===== config.mk =====
export PLATFORM = sky130hd
export DESIGN_NAME = transport_rx_flat
export DESIGN_NICKNAME = d
export VERILOG_FILES = /design/src/rtl/transport_rx_if.sv /design/src/rtl/transport_rx.sv /design/src/flat_wrapper.sv
export SDC_FILE = /design/constraint.sdc
export NUM_CORES = 1
export LEC_CHECK = 0
export BUFFER_PORTS_ARGS = -buffer_cell sky130_fd_sc_hd__buf_2
export CAP_MARGIN = 10
export CORE_ASPECT_RATIO = 1.75
export CORE_MARGIN = 2
export CORE_UTILIZATION = 53
export DETAILED_ROUTE_END_ITERATION = 8
export PLACE_DENSITY_LB_ADDON = 0.08
export SLEW_MARGIN = 20
export SYNTH_ARGS = -nofsm -noshare
export SYNTH_HDL_FRONTEND = slang
export SYNTH_SLANG_ARGS = --single-unit

===== constraint.sdc =====
create_clock -name clk -period 2.24 [get_ports clk]
set_clock_uncertainty 0.05 [all_clocks]
set_input_delay 0.448 -clock clk [delete_from_list [all_inputs] [get_ports clk]]
set_output_delay 0.448 -clock clk [all_outputs]
set_load 0.005 [all_outputs]

===== src/rtl/transport_rx_if.sv =====
// Purpose: groups the network byte strobe and the session word handshake of transport_rx.
// Latency: none, this only bundles wires.
// Backpressure: sessionBusy from session holds the pending word inside transport_rx.
// Ports:
//   rxByte/rxValid          network byte, valid for a single cycle
//   sessionBusy             session cannot take a word this cycle
//   cmdOut/packetOut        word strobe to session (00 none, 01 control, 10 audio)
//   transportBusy           a word is pending inside transport_rx
interface transport_rx_if;
  logic [7:0]  rxByte;
  logic        rxValid;
  logic        sessionBusy;
  logic [1:0]  cmdOut;
  logic [15:0] packetOut;
  logic        transportBusy;

  // master: the network/session side that drives bytes and busy
  modport master (
    output rxByte, rxValid, sessionBusy,
    input  cmdOut, packetOut, transportBusy
  );

  // slave: transport_rx itself
  modport slave (
    input  rxByte, rxValid, sessionBusy,
    output cmdOut, packetOut, transportBusy
  );
endinterface


===== src/rtl/transport_rx.sv =====
// Purpose: parse framed network bytes, filter by destination, verify XOR checksum, hand words to session.
// Latency: a queued word strobes on cmdOut the cycle after the byte that completes it (if session is idle).
// Backpressure: one pending slot held while sessionBusy; a word arriving on a full slot is dropped and counted.
// Ports:
//   clk, reset (sync, active-high)   myPhone: this unit's address
//   bus (transport_rx_if.slave)      byte input and session word handshake
//   frameErr: one-cycle error pulse  dropCount: saturating overflow count  current_state: FSM debug
module transport_rx #(
  parameter logic [7:0] SYNC    = 8'h7E,
  parameter logic [7:0] BCAST   = 8'hFF,
  parameter int         TIMEOUT = 1000
) (
  input  logic          clk,
  input  logic          reset,
  input  logic [7:0]    myPhone,
  transport_rx_if.slave bus,
  output logic          frameErr,
  output logic [7:0]    dropCount,
  output logic [3:0]    current_state
);

  localparam int            TW     = $clog2(TIMEOUT + 1);
  localparam logic [TW-1:0] T_LAST = TW'(TIMEOUT - 1);

  typedef enum logic [3:0] {
    IDLE   = 4'd0,
    DEST   = 4'd1,
    SRC    = 4'd2,
    HDR    = 4'd3,
    AUD_HI = 4'd4,
    AUD_LO = 4'd5,
    CTRL   = 4'd6,
    CHK    = 4'd7,
    SKIP   = 4'd8
  } state_t;

  state_t        r_state;
  logic          r_match;     // DEST addressed this unit or broadcast
  logic          r_is_ctrl;   // current frame is a control frame
  logic [7:0]    r_src;
  logic [7:0]    r_code;
  logic [7:0]    r_hi;
  logic [7:0]    r_chk;       // running XOR from DEST onward
  logic [7:0]    r_cnt;       // bytes left to discard in SKIP
  logic [5:0]    r_n;         // audio word count from HDR
  logic [5:0]    r_wcnt;      // audio words completed so far
  logic [TW-1:0] r_tcnt;      // idle cycles inside a frame

  logic          r_pend;
  logic [1:0]    r_pcmd;
  logic [15:0]   r_pdat;
  logic [15:0]   r_last;      // packetOut value held between strobes

  logic          w_deliver;
  logic          w_q_vld;
  logic [1:0]    w_q_cmd;
  logic [15:0]   w_q_dat;
  logic [1:0]    w_type;
  logic [5:0]    w_n;

  assign w_type = bus.rxByte[7:6];
  assign w_n    = bus.rxByte[5:0];

  // Word to queue this cycle: each audio low byte, or a control word whose CHK matched.
  always_comb begin
    w_q_vld = 1'b0;
    w_q_cmd = 2'b00;
    w_q_dat = 16'h0000;
    if (bus.rxValid) begin
      if (r_state == AUD_LO) begin
        w_q_vld = 1'b1;
        w_q_cmd = 2'b10;
        w_q_dat = {r_hi, bus.rxByte};
      end else if (r_state == CHK && r_is_ctrl && r_chk == bus.rxByte) begin
        w_q_vld = 1'b1;
        w_q_cmd = 2'b01;
        w_q_dat = {r_src, r_code};
      end
    end
  end

  // Frame parser. Only rxValid cycles advance it; idle cycles only feed the timeout.
  always_ff @(posedge clk) begin
    if (reset) begin
      r_state   <= IDLE;
      r_match   <= 1'b0;
      r_is_ctrl <= 1'b0;
      r_src     <= 8'h00;
      r_code    <= 8'h00;
      r_hi      <= 8'h00;
      r_chk     <= 8'h00;
      r_cnt     <= 8'h00;
      r_n       <= 6'd0;
      r_wcnt    <= 6'd0;
      r_tcnt    <= '0;
      frameErr  <= 1'b0;
    end else begin
      frameErr <= 1'b0;
      if (!bus.rxValid) begin
        if (r_state != IDLE) begin
          if (r_tcnt == T_LAST) begin
            frameErr <= 1'b1;
            r_state  <= IDLE;
            r_tcnt   <= '0;
          end else begin
            r_tcnt <= r_tcnt + 1'b1;
          end
        end
      end else begin
        r_tcnt <= '0;
        case (r_state)
          IDLE: begin
            if (bus.rxByte == SYNC) begin
              r_state <= DEST;
              r_chk   <= 8'h00;
            end
          end
          DEST: begin
            r_match <= (bus.rxByte == myPhone) || (bus.rxByte == BCAST);
            r_chk   <= r_chk ^ bus.rxByte;
            r_state <= SRC;
          end
          SRC: begin
            r_src   <= bus.rxByte;
            r_chk   <= r_chk ^ bus.rxByte;
            r_state <= HDR;
          end
          HDR: begin
            r_chk     <= r_chk ^ bus.rxByte;
            r_n       <= w_n;
            r_wcnt    <= 6'd0;
            r_is_ctrl <= (w_type == 2'b01);
            if (w_type == 2'b01) begin
              if (r_match) begin
                r_state <= CTRL;
              end else begin
                r_state <= SKIP;
                r_cnt   <= 8'd2;            // code byte + CHK
              end
            end else if (w_type == 2'b10 && w_n != 6'd0) begin
              if (r_match) begin
                r_state <= AUD_HI;
              end else begin
                r_state <= SKIP;
                r_cnt   <= {1'b0, w_n, 1'b1}; // 2N payload bytes + CHK
              end
            end else begin
              frameErr <= 1'b1;
              r_state  <= IDLE;
            end
          end
          AUD_HI: begin
            r_hi    <= bus.rxByte;
            r_chk   <= r_chk ^ bus.rxByte;
            r_state <= AUD_LO;
          end
          AUD_LO: begin
            r_chk  <= r_chk ^ bus.rxByte;
            r_wcnt <= r_wcnt + 6'd1;
            if (r_wcnt + 6'd1 == r_n) r_state <= CHK;
            else                      r_state <= AUD_HI;
          end
          CTRL: begin
            r_code  <= bus.rxByte;
            r_chk   <= r_chk ^ bus.rxByte;
            r_state <= CHK;
          end
          CHK: begin
            // Audio words already went out; a mismatch only flags the frame.
            if (r_chk != bus.rxByte) frameErr <= 1'b1;
            r_state <= IDLE;
          end
          SKIP: begin
            r_cnt <= r_cnt - 8'd1;
            if (r_cnt == 8'd1) r_state <= IDLE;
          end
          default: r_state <= IDLE;
        endcase
      end
    end
  end

  // Single-entry pending slot. A delivery in the same cycle frees the slot for the new word.
  assign w_deliver = r_pend && !bus.sessionBusy;

  always_ff @(posedge clk) begin
    if (reset) begin
      r_pend    <= 1'b0;
      r_pcmd    <= 2'b00;
      r_pdat    <= 16'h0000;
      r_last    <= 16'h0000;
      dropCount <= 8'h00;
    end else begin
      if (w_deliver) begin
        r_last <= r_pdat;
        r_pend <= 1'b0;
      end
      if (w_q_vld) begin
        if (r_pend && !w_deliver) begin
          if (dropCount != 8'hFF) dropCount <= dropCount + 8'h01;
        end else begin
          r_pend <= 1'b1;
          r_pcmd <= w_q_cmd;
          r_pdat <= w_q_dat;
        end
      end
    end
  end

  assign bus.cmdOut        = w_deliver ? r_pcmd : 2'b00;
  assign bus.packetOut     = w_deliver ? r_pdat : r_last;
  assign bus.transportBusy = r_pend;
  assign current_state     = r_state;

endmodule


===== src/flat_wrapper.sv =====
// flat-port wrapper written by rule: the top's interface ports become plain ports
module transport_rx_flat 
#(
  parameter logic [7:0] SYNC    = 8'h7E,
  parameter logic [7:0] BCAST   = 8'hFF,
  parameter int         TIMEOUT = 1000
)
  (clk, reset, myPhone, frameErr, dropCount, current_state, bus_rxByte, bus_rxValid, bus_sessionBusy, bus_cmdOut, bus_packetOut, bus_transportBusy);
  transport_rx_if bus_i ();
  input  logic clk;
  input  logic reset;
  input  logic [7:0] myPhone;
  output logic frameErr;
  output logic [7:0] dropCount;
  output logic [3:0] current_state;
  input wire logic [$bits(bus_i.rxByte)-1:0] bus_rxByte;
  input wire logic [$bits(bus_i.rxValid)-1:0] bus_rxValid;
  input wire logic [$bits(bus_i.sessionBusy)-1:0] bus_sessionBusy;
  output wire logic [$bits(bus_i.cmdOut)-1:0] bus_cmdOut;
  output wire logic [$bits(bus_i.packetOut)-1:0] bus_packetOut;
  output wire logic [$bits(bus_i.transportBusy)-1:0] bus_transportBusy;
  assign bus_i.rxByte = bus_rxByte;
  assign bus_i.rxValid = bus_rxValid;
  assign bus_i.sessionBusy = bus_sessionBusy;
  assign bus_cmdOut = bus_i.cmdOut;
  assign bus_packetOut = bus_i.packetOut;
  assign bus_transportBusy = bus_i.transportBusy;
  transport_rx #(.SYNC(SYNC), .BCAST(BCAST), .TIMEOUT(TIMEOUT)) u_core (.clk(clk), .reset(reset), .myPhone(myPhone), .bus(bus_i), .frameErr(frameErr), .dropCount(dropCount), .current_state(current_state));
endmodule

==> metrics.md, run 1 <==
| Metric | Value |
|---|---|
| Final-report hold violation count | 0 |
| Average wire length per cell after detail routing | 16.0 µm |
| Worst setup EP type | flop |
| Primary flip-flop cell chosen by synthesis mapping | dfxtp_1 |
| Area share of and/or/nand/nor cells after synthesis | 24.9% |
| Core box area | 0.00991 mm² |
| Flip-flop and latch count after synthesis | 112 |
| Final Hold Slack | 0.408 ns |
| Dominant combinational cell family by area after synthesis | simple AND/OR/NAND/NOR gates |
| Post-synthesis instance total | 619 |
| Final Worst Setup Slack | 0.108 ns |
| Endpoints failing setup | 0 |
| DRC errors left | 0 |
| Area leader, netlist | dfxtp_1 |
| Leakage power summed over all cells | 2.51 nW |
| Post-synthesis share of cell area spent on full adders, half adders and majority gates | 1.16% |
| Relative slew slack | 41.4% |
| Util after Layout | 64.0% |
| Post-Synthesis Cell Area | 0.00540 mm² |
| Sequential area share after synthesis | 41.5% |
| Post-synthesis compound-gate area fraction | 14.9% |
| Library cell used as clock root buffer | clkbuf_16 |
| Maximum count of clock buffers along a single path | 2 |
| Element type at the critical path start | flop |
| Global-route wire length before repair | 21000 µm |
| Clock network latency to the later pin of the worst-skew pair | 0.36 ns |
| Maximum number of pins on one net before global-route repair | 68 |
| Count of unique library cells instantiated by Yosys | 64 |
| Routability cong. | 0.863 |
| Number of synthesized flops with an enable pin | 0 |
| Mean Syn Cell Area | 8.72 µm² |
| Gr ovfl total | 0 |
| Yosys warning count | 0 |
| Number of antenna violations at the first check in global routing | 0 |
| Global-route usage over all layers | 24.2% |
| Number of iterations in the first detailed-routing pass | 5 |
| Power per cell area | 622 mW/mm² |
| Layout overhead on the synthesized area | 17.5% |
| Die Area | 0.0110 mm² |
| Count of vias placed by the detailed router | 4721 |
| Proportion of netlist area held by the largest area contributor | 41.5% |
| Minimum setup slack after placement | -0.0970 ns |
| Final min period | 2.13 ns |
| Detail Route Antenna Nets | 0 |
| Number of buffers inserted to repair setup after CTS | 0 |
| TritonCTS buffer count | 9 |
| Worst min-delay path category | flop to flop |
| Port Buffer Count | 51 |
| Xor and xnor area share after synthesis | 5.38% |
| Run status | completed |
| Synth area leaders | dfxtp_1, nor2_1, a21oi_1 |
| DP HPWL | 9460 µm |
| CTS tree | built |
| Hold-fix buffer count after cts | 0 |
| Count of nets after finishing | 707 |
| Max cap viols | 0 |
| Portion of the clock cycle consumed by the worst path in the final layout | 95.2% |
| Share of flip-flops with an asynchronous set or reset after synthesis | 0% |
| Largest driver fanout on the critical path | 8 |
| H-tree depth reported by CTS | 3 |
| Final WL | 13000 µm |
| Row cnt | 48 |
| Die width | 80.3 µm |
| Number of pins with negative max-slew slack in the final report | 0 |
| Die extent in y | 138 µm |
| Initial cell density of the core | 54.5% |
| CP Data Required Time | 2.48 ns |
| Path type of the worst setup path | flop to flop |
| Final antenna diode count | 0 |
| Share of post-route cells with drive strength above 1 | 21.3% |
| Number of clock sinks | 112 |
| Io pins | 52 |
| Unrepaired setup endpoints after global routing | no |
| Data arrival time of the critical path | 2.37 ns |
| Starting DRT DRC Count | 312 |
| Routed vias/inst | 5.81 |
| Post-Syn Nets | 644 |
| Highest Clock Rate | 0.469 GHz |
| Post-CTS clock slew at the launch and capture registers of the worst setup and hold paths | 0.08 ns |
| Worst voltage drop across the vdd grid | 477 µV |
| Vias in the first global route | 4456 |
| Mux contribution to synthesized area | 7.83% |
| Transition time of the tightest slew-check pin | 0.877 ns |
[logic make-up after synthesis]
kind of cell             after synthesis
buffers and inverters                 54
AND/OR/NAND/NOR                      253
XOR/XNOR                              31
flip-flops                           112
AO/OA/AOI/OAI                        124
multiplexers                          40
adder cells (fa/ha/maj)                5
[power by group]
part           switching (mW)  internal (mW)  leakage, nW
clock                   0.779           1.00        0.160
combinational           0.107         0.0655         1.44
sequential           0.000609           1.99        0.903
total                   0.886           3.06         2.51
[worst max-delay path, cell delays in order, from the launching register on]
cell	delay [ns]
dfxtp_1	0.44
buf_4	0.20
or4_1	0.18
a41oi_2	0.05
or3_1	0.47
or4_1	0.57
nand3_1	0.10
[per-layer routing]
metal | track usage, % | share of wire, % | up-vias
met1 | 27.6 | 41 | 2256
met2 | 43.6 | 53 | 109
met4 | 10.5 | 2.5 | 0
li1 | - | - | 2329
met3 | 4.19 | 3.7 | 27
met5 | 0 | 0 | -
[synth_stat cells (all sizes together), types with 18 or more instances]
cell type	number
mux2i	22
o21ai	26
nor2	84
a21oi	46
nand2	26
xnor2	24
clkbuf	36
nor2b	19
mux2	18
nand3	28
nor3	22
dfxtp	112
[final timing paths]
check	startpoint	to	slack (ns)	depth (start not counted)
hold / removal	u_core.r_hi[0]$_SDFFE_PP0P_	u_core.r_hi[0]$_SDFFE_PP0P_	0.41	2
setup / recovery	u_core.current_state[2]$_SDFFE_PP0P_	u_core.current_state[1]$_SDFFE_PP0P_	0.11	6
hold reg to reg	u_core.r_hi[0]$_SDFFE_PP0P_	u_core.r_hi[0]$_SDFFE_PP0P_	0.41	2
setup reg to reg	u_core.current_state[2]$_SDFFE_PP0P_	u_core.current_state[1]$_SDFFE_PP0P_	0.11	6
[sequential cells by signal, summed over array words and instances (netlist names), 8 cells and up]
register and cells:
u_core.r_pdat 16, u_core.dropCount 8, u_core.r_hi 8, u_core.r_tcnt 10, u_core.r_last 16, u_core.r_code 8
u_core.r_cnt 8, u_core.r_chk 8, u_core.r_src 8
[cells in the final DEF (no fill, tap or decap), types with 10 or more instances in the layout]
cell type	instances
a21oi_1	46
a221oi_1	17
buf_2	51
buf_4	44
dfxtp_1	109
mux2_2	16
mux2i_1	22
nand2_1	26
nand3_1	28
nand3b_1	10
nor2_1	84
nor2b_1	19
nor3_1	21
o21ai_0	24
xnor2_1	23
[per-stage QoR]
stage                     std cells  total power, mW  TNS [ns]  cell area [µm²]
after floorplan                 619             2.13         0             5400
after global placement          796             2.21   -0.0659             6000
after detailed placement        796             2.21    -0.367             6000
after CTS                       812             3.99         0             6340
after global routing            812             4.08         0             6350
final                           812             3.95         0             6350
[layout make-up]
type	count	area, µm²
Clock buffer	9	225
Clock inverter	7	108
Fill cell	909	3560
Inverter	8	30.0
Multi-Input combinational cell	453	2940
Sequential cell	112	2250
Tap cell	125	156
Timing Repair Buffer	98	646
[repair_timing]
| action | 4_1_cts | 5_1_grt |
|---|---|---|
| gates resized for setup | 0 | 4 |
| endpoints found under the hold margin | 0 | 0 |
| endpoints found under the setup margin | 0 | 11 |
No activity file was read; power rests on OpenSTA's default activity.
==> run 2: changes to the inputs <==
--- a/config.mk
+++ b/config.mk
@@ -12,6 +12,7 @@
 export CORE_UTILIZATION = 53
 export DETAILED_ROUTE_END_ITERATION = 8
 export PLACE_DENSITY_LB_ADDON = 0.08
+export SETUP_SLACK_MARGIN = 0.3
 export SLEW_MARGIN = 20
 export SYNTH_ARGS = -nofsm -noshare
 export SYNTH_HDL_FRONTEND = slang
==> run 2 against run 1 <==
Cell count up 2.2%. Via count up 4.2%. Non-clock buffer count up 15. Sequential power about the same. First-iteration DRC count down 35%. Core utilization up 5.0 points. Setup slack better by 0.15 ns. Global-route usage up 1.3 points. Register-to-register slack better by 0.15 ns. Combinational power up 14%. Die area unchanged. Critical path type unchanged. Critical endpoint is now u_core.dropCount[1]$_SDFFE_PP0P_.
==> metrics.md, run 2 (same netlist as run 1, synthesis figures left out) <==
| Metric | Value |
|---|---|
| Run status | completed |
| Final cell area excluding filler cells | 0.00685 mm² |
| Max cap viols | 0 |
| Share of post-route cells with drive strength above 1 | 30.6% |
| Data arrival time of the critical path | 2.21 ns |
| CTS tree | built |
| Cell family with most CP delay | simple AND/OR/NAND/NOR gates |
| Post-CTS clock slew at the launch and capture registers of the worst setup and hold paths | 0.07 ns |
| DP Area | 0.00605 mm² |
| Port Buffer Count | 51 |
| Hold-fix buffer count after cts | 0 |
| Internal power | 2.86 mW |
| Relative contribution of sequential cells to total power | 53.1% |
| Global-route usage over all layers | 25.5% |
| Routability cong. | 0.883 |
| Layout overhead on the synthesized area | 26.8% |
| Final antenna diode count | 0 |
| DRC errors left | 0 |
| Io pins | 52 |
| Transition time of the tightest slew-check pin | 0.688 ns |
| Path type of the worst setup path | flop to flop |
| Worst voltage drop across the vdd grid | 388 µV |
| Maximum count of clock buffers along a single path | 2 |
| Starting DRT DRC Count | 204 |
| Final Worst Setup Slack | 0.260 ns |
| Worst min-delay path category | flop to flop |
| Minimum setup slack after placement | -0.0442 ns |
| Number of pins with negative max-slew slack in the final report | 0 |
| Die extent in y | 138 µm |
| Element type at the critical path start | flop |
| Number of antenna violations at the first check in global routing | 0 |
| Number of clock sinks | 112 |
| Biggest registers after layout | u_core.r_last: 16 flops, u_core.r_pdat: 16 flops, u_core.r_tcnt: 10 flops |
| Endpoints failing setup | 0 |
| Final WL | 14700 µm |
| Clk network pwr share | 41.7% |
| Count of nets after finishing | 725 |
| Global-route wire length before repair | 22400 µm |
| Switching Fraction | 23.5% |
| Clock network latency to the later pin of the worst-skew pair | 0.35 ns |
| Util after Layout | 69.1% |
| Core box area | 0.00991 mm² |
| Non-filler cells, final | 830 |
| Detail Route Antenna Nets | 0 |
| Dpl cells | 800 |
| Largest driver fanout on the critical path | 6 |
| Power per cell area | 546 mW/mm² |
| WP buf/inv | 1 |
| Gr ovfl total | 0 |
| Sw Pwr | 877 µW |
| Count of vias placed by the detailed router | 4917 |
| H-tree depth reported by CTS | 3 |
| Slowest cell on crit path | o31a_4 |
| Unrepaired setup endpoints after global routing | yes |
| Library cell used as clock root buffer | clkbuf_16 |
| Portion of the clock cycle consumed by the worst path in the final layout | 88.4% |
| DP HPWL | 9710 µm |
| Average wire length per cell after detail routing | 17.7 µm |
| Number of iterations in the first detailed-routing pass | 5 |
| Leakage power summed over all cells | 2.89 nW |
| Final sum of negative setup slack | 0 ns |
| Worst setup EP type | flop |
| Most common cell after layout, fill and taps aside | dfxtp_1 |
| Most frequent cells in the layout | dfxtp_1, nor2_1, buf_4 |
| Final-report hold violation count | 0 |
| Final min period | 1.98 ns |
| Die width | 80.3 µm |
| Highest Clock Rate | 0.505 GHz |
| Relative slew slack | 54.1% |
| Die Area | 0.0110 mm² |
| Overall power after layout | 3.74 mW |
| Initial cell density of the core | 54.5% |
| Vias in the first global route | 4693 |
| Combinational power share | 5.2% |
| Routed vias/inst | 5.92 |
| TritonCTS buffer count | 9 |
| CP Data Required Time | 2.47 ns |
| Row cnt | 48 |
| Final Hold Slack | 0.429 ns |
| Delay of the slowest cell on the worst path | 0.42 ns |
| Sequence of cells on the critical path | and3b_2 > nand3_2 > o31a_4 > buf_6 > or3b_1 > a21oi_1 |
| Maximum number of pins on one net before global-route repair | 37 |
==> run 2: final cells by class <==
| class | count | area (µm²) |
|---|---|---|
| sequential | 112 | 2270 |
| timing repair buffer | 113 | 790 |
| multi-input combinational | 456 | 3310 |
| clock buffer | 10 | 239 |
| inverter | 8 | 30.0 |
| fill | 794 | 3060 |
| clock inverter | 6 | 50.0 |
| tap | 125 | 156 |
==> run 2: tightest hold or removal path: cells and delay by family (launching register included) <==
| kind | cells | cell delay [ns] |
|---|---|---|
| compound gates | 1 | 0.06 |
| flops | 1 | 0.32 |
| simple gates | 1 | 0.05 |
==> run 2: routing by layer <==
| metal | up-vias | track usage, % | part of all wire (%) |
|---|---|---|---|
| met5 | - | 0 | 0 |
| met4 | 0 | 10.4 | 2.9 |
| met3 | 32 | 4.13 | 3.8 |
| met2 | 146 | 45.8 | 54 |
| met1 | 2354 | 29.5 | 39 |
| li1 | 2385 | - | - |
==> run 2: path summary, 6_finish.rpt <==
| path | slack, ns | start | to | depth (start not counted) |
|---|---|---|---|---|
| setup reg to reg | 0.26 | u_core.current_state[3]$_SDFFE_PP0P_ | u_core.dropCount[1]$_SDFFE_PP0P_ | 6 |
| hold reg to reg | 0.43 | u_core.r_hi[0]$_SDFFE_PP0P_ | u_core.r_hi[0]$_SDFFE_PP0P_ | 2 |
| setup / recovery | 0.26 | u_core.current_state[3]$_SDFFE_PP0P_ | u_core.dropCount[1]$_SDFFE_PP0P_ | 6 |
| hold / removal | 0.43 | u_core.r_hi[0]$_SDFFE_PP0P_ | u_core.r_hi[0]$_SDFFE_PP0P_ | 2 |
==> run 2: what timing repair did <==
action                                  4_1_cts  5_1_grt
endpoints found under the setup margin       63       70
cloned                                        1        5
pin swaps                                     9       10
hold endpoints to repair                      0        0
resized for setup                            25       71
setup buffers                                 3        5
==> run 2: power by group through the flow <==
stage               combinational (mW)  sequential [mW]  clock [mW]
finish                           0.196             1.99        1.56
global route                     0.210             1.98        1.66
CTS                              0.186             1.99        1.58
detailed placement               0.182             2.04           0
global placement                 0.178             2.04           0
floorplan                       0.0988             2.04           0
==> run 3: changes to the inputs <==
--- a/config.mk
+++ b/config.mk
@@ -11,7 +11,7 @@
 export CORE_MARGIN = 2
 export CORE_UTILIZATION = 53
 export DETAILED_ROUTE_END_ITERATION = 8
-export PLACE_DENSITY_LB_ADDON = 0.08
+export PLACE_DENSITY = 0.73
 export SETUP_SLACK_MARGIN = 0.3
 export SLEW_MARGIN = 20
 export SYNTH_ARGS = -nofsm -noshare
==> run 3 against run 2 <==
Flip-flop and latch count unchanged. Clock-buffer cell count unchanged. Setup slack improved by 0.0032 ns. Critical path depth unchanged. Sequential share of layout area decreased by 0.30 points. Via count increased by 1.7%. Global-route usage decreased by 0.87 points. Die area unchanged. Power increased by 5.3%. Largest cell class unchanged.
==> metrics.md, run 3 (same netlist as run 1, synthesis figures left out) <==
| Metric | Value |
|---|---|
| Vias in the first global route | 4535 |
| Global-route usage over all layers | 24.6% |
| Maximum number of pins on one net before global-route repair | 73 |
| Clock network latency to the later pin of the worst-skew pair | 0.35 ns |
| Maximum count of clock buffers along a single path | 2 |
| Path type of the worst setup path | flop to flop |
| Port Buffer Count | 51 |
| Row cnt | 48 |
| Relative slew slack | 61.7% |
| Worst voltage drop across the vdd grid | 468 µV |
| Combinational power share | 5.0% |
| Element type at the critical path start | flop |
| Layout overhead on the synthesized area | 28.2% |
| Delay of the slowest cell on the worst path | 0.53 ns |
| Util after Layout | 69.8% |
| Count of nets after finishing | 726 |
| Final Worst Setup Slack | 0.263 ns |
| Detail Route Antenna Nets | 0 |
| Io pins | 52 |
| Starting DRT DRC Count | 320 |
| Hold-fix buffer count after cts | 0 |
| Final min period | 1.98 ns |
| Overall power after layout | 3.94 mW |
| Gr ovfl total | 0 |
| Core box area | 0.00991 mm² |
| Final antenna diode count | 0 |
| Routed vias/inst | 6.02 |
| Number of iterations in the first detailed-routing pass | 5 |
| Highest Clock Rate | 0.506 GHz |
| Final-report hold violation count | 0 |
| Largest driver fanout on the critical path | 6 |
| Most frequent cells in the layout | dfxtp_1, nor2_1, buf_2, buf_4, a21oi_1 |
| TritonCTS buffer count | 9 |
| CTS tree | built |
| Slowest cell on crit path | or4_4 |
| Average wire length per cell after detail routing | 17.2 µm |
| Worst min-delay path category | primary input to flop |
| Portion of the clock cycle consumed by the worst path in the final layout | 88.3% |
| Leakage power summed over all cells | 2.90 nW |
| Power per cell area | 569 mW/mm² |
| Unrepaired setup endpoints after global routing | yes |
| Die Area | 0.0110 mm² |
| CP Data Required Time | 2.48 ns |
| Clk network pwr share | 44.6% |
| Switching Fraction | 22.3% |
| Data arrival time of the critical path | 2.21 ns |
| Final WL | 14300 µm |
| WP buf/inv | 1 |
| Share of post-route cells with drive strength above 1 | 31.6% |
| Minimum setup slack after placement | -0.0968 ns |
| Sw Pwr | 877 µW |
| Biggest registers after layout | u_core.r_last: 16 flops, u_core.r_pdat: 16 flops, u_core.r_tcnt: 10 flops |
| DRC errors left | 0 |
| Max cap viols | 0 |
| Relative contribution of sequential cells to total power | 50.4% |
| Transition time of the tightest slew-check pin | 0.574 ns |
| Post-CTS clock slew at the launch and capture registers of the worst setup and hold paths | 0.07 ns |
| Library cell used as clock root buffer | clkbuf_16 |
| Sequence of cells on the critical path | xnor2_2 > nand4_1 > buf_4 > o31a_4 > or4_4 > a21oi_2 |
| DP HPWL | 9380 µm |
| Worst setup EP type | flop |
| Global-route wire length before repair | 21600 µm |
| Number of antenna violations at the first check in global routing | 0 |
| Endpoints failing setup | 0 |
| Number of clock sinks | 112 |
| Internal power | 3.06 mW |
| Routability cong. | 0.900 |
| Most common cell after layout, fill and taps aside | dfxtp_1 |
| Filler instances | 730 |
| Initial cell density of the core | 54.5% |
| Count of vias placed by the detailed router | 5002 |
| Die width | 80.3 µm |
| Cell family with most CP delay | simple AND/OR/NAND/NOR gates |
| Die extent in y | 138 µm |
| Number of pins with negative max-slew slack in the final report | 0 |
| Run status | completed |
| H-tree depth reported by CTS | 3 |
## run 3: area by class of cell
cell class,count,area (µm²),share of cell area (%)
multi-input combinational,455,3320,48.0
inverter,8,30.0,0.434
sequential,112,2270,32.9
timing repair buffer,115,808,11.7
clock buffer,10,229,3.31
clock inverter,6,97.6,1.41
tap,125,156,2.26
## run 3: worst paths after layout
path                                                   start                                to  slack, ns  cells after the start
worst max-delay path            u_core.r_chk[2]$_SDFFE_PP0P_  u_core.dropCount[3]$_SDFFE_PP0P_       0.26                      6
worst min-delay path                           bus_rxByte[3]      u_core.r_chk[3]$_SDFFE_PP0P_       0.37                      3
worst max register to register  u_core.r_chk[2]$_SDFFE_PP0P_  u_core.dropCount[3]$_SDFFE_PP0P_       0.26                      6
worst min register to register   u_core.r_hi[1]$_SDFFE_PP0P_       u_core.r_hi[1]$_SDFFE_PP0P_       0.43                      2
## run 3: metrics by stage
step / hold slack (ns) / std cells / instance area, µm² / setup TNS (ns)
finish: 0.367 / 831 / 6920 / 0
global route: 0.397 / 831 / 6920 / 0
CTS: 0.356 / 818 / 6530 / 0
detailed placement: 0.402 / 795 / 6000 / -0.866
global placement: 0.399 / 795 / 6000 / -0.320
floorplan: 0.386 / 619 / 5430 / 0
## run 3: worst min-delay path: cells and delay by family
family	cells	cell delay [ns]
buffers and inverters	1	0.13
and+or+nand+nor	1	0.08
AOI/OAI and AO/OA	1	0.06
## run 3: layer usage
layer	vias up	track usage (%)	share of wire, %	routed length (µm)
li1	2391	-	-	-
met1	2375	28.3	39	5510
met2	193	44.4	53	7580
met3	43	4.13	5.3	749
met4	0	10.2	3.0	431
met5	-	0	0	0
## run 3: power by group through the flow
stage	sequential (mW)	clock, mW	combinational [mW]
6_report	1.98	1.76	0.195
5_1_grt	1.98	1.85	0.207
4_1_cts	1.99	1.78	0.186
3_5_place_dp	2.04	0	0.177
3_3_place_gp	2.04	0	0.176
2_1_floorplan	2.04	0	0.0988
## run 3: timing repair
action                     4_1_cts  5_1_grt
cloned                           3        3
setup buffers                    4       10
setup endpoints to repair       70       57
resized for setup               39       67
pin swaps                        3       22
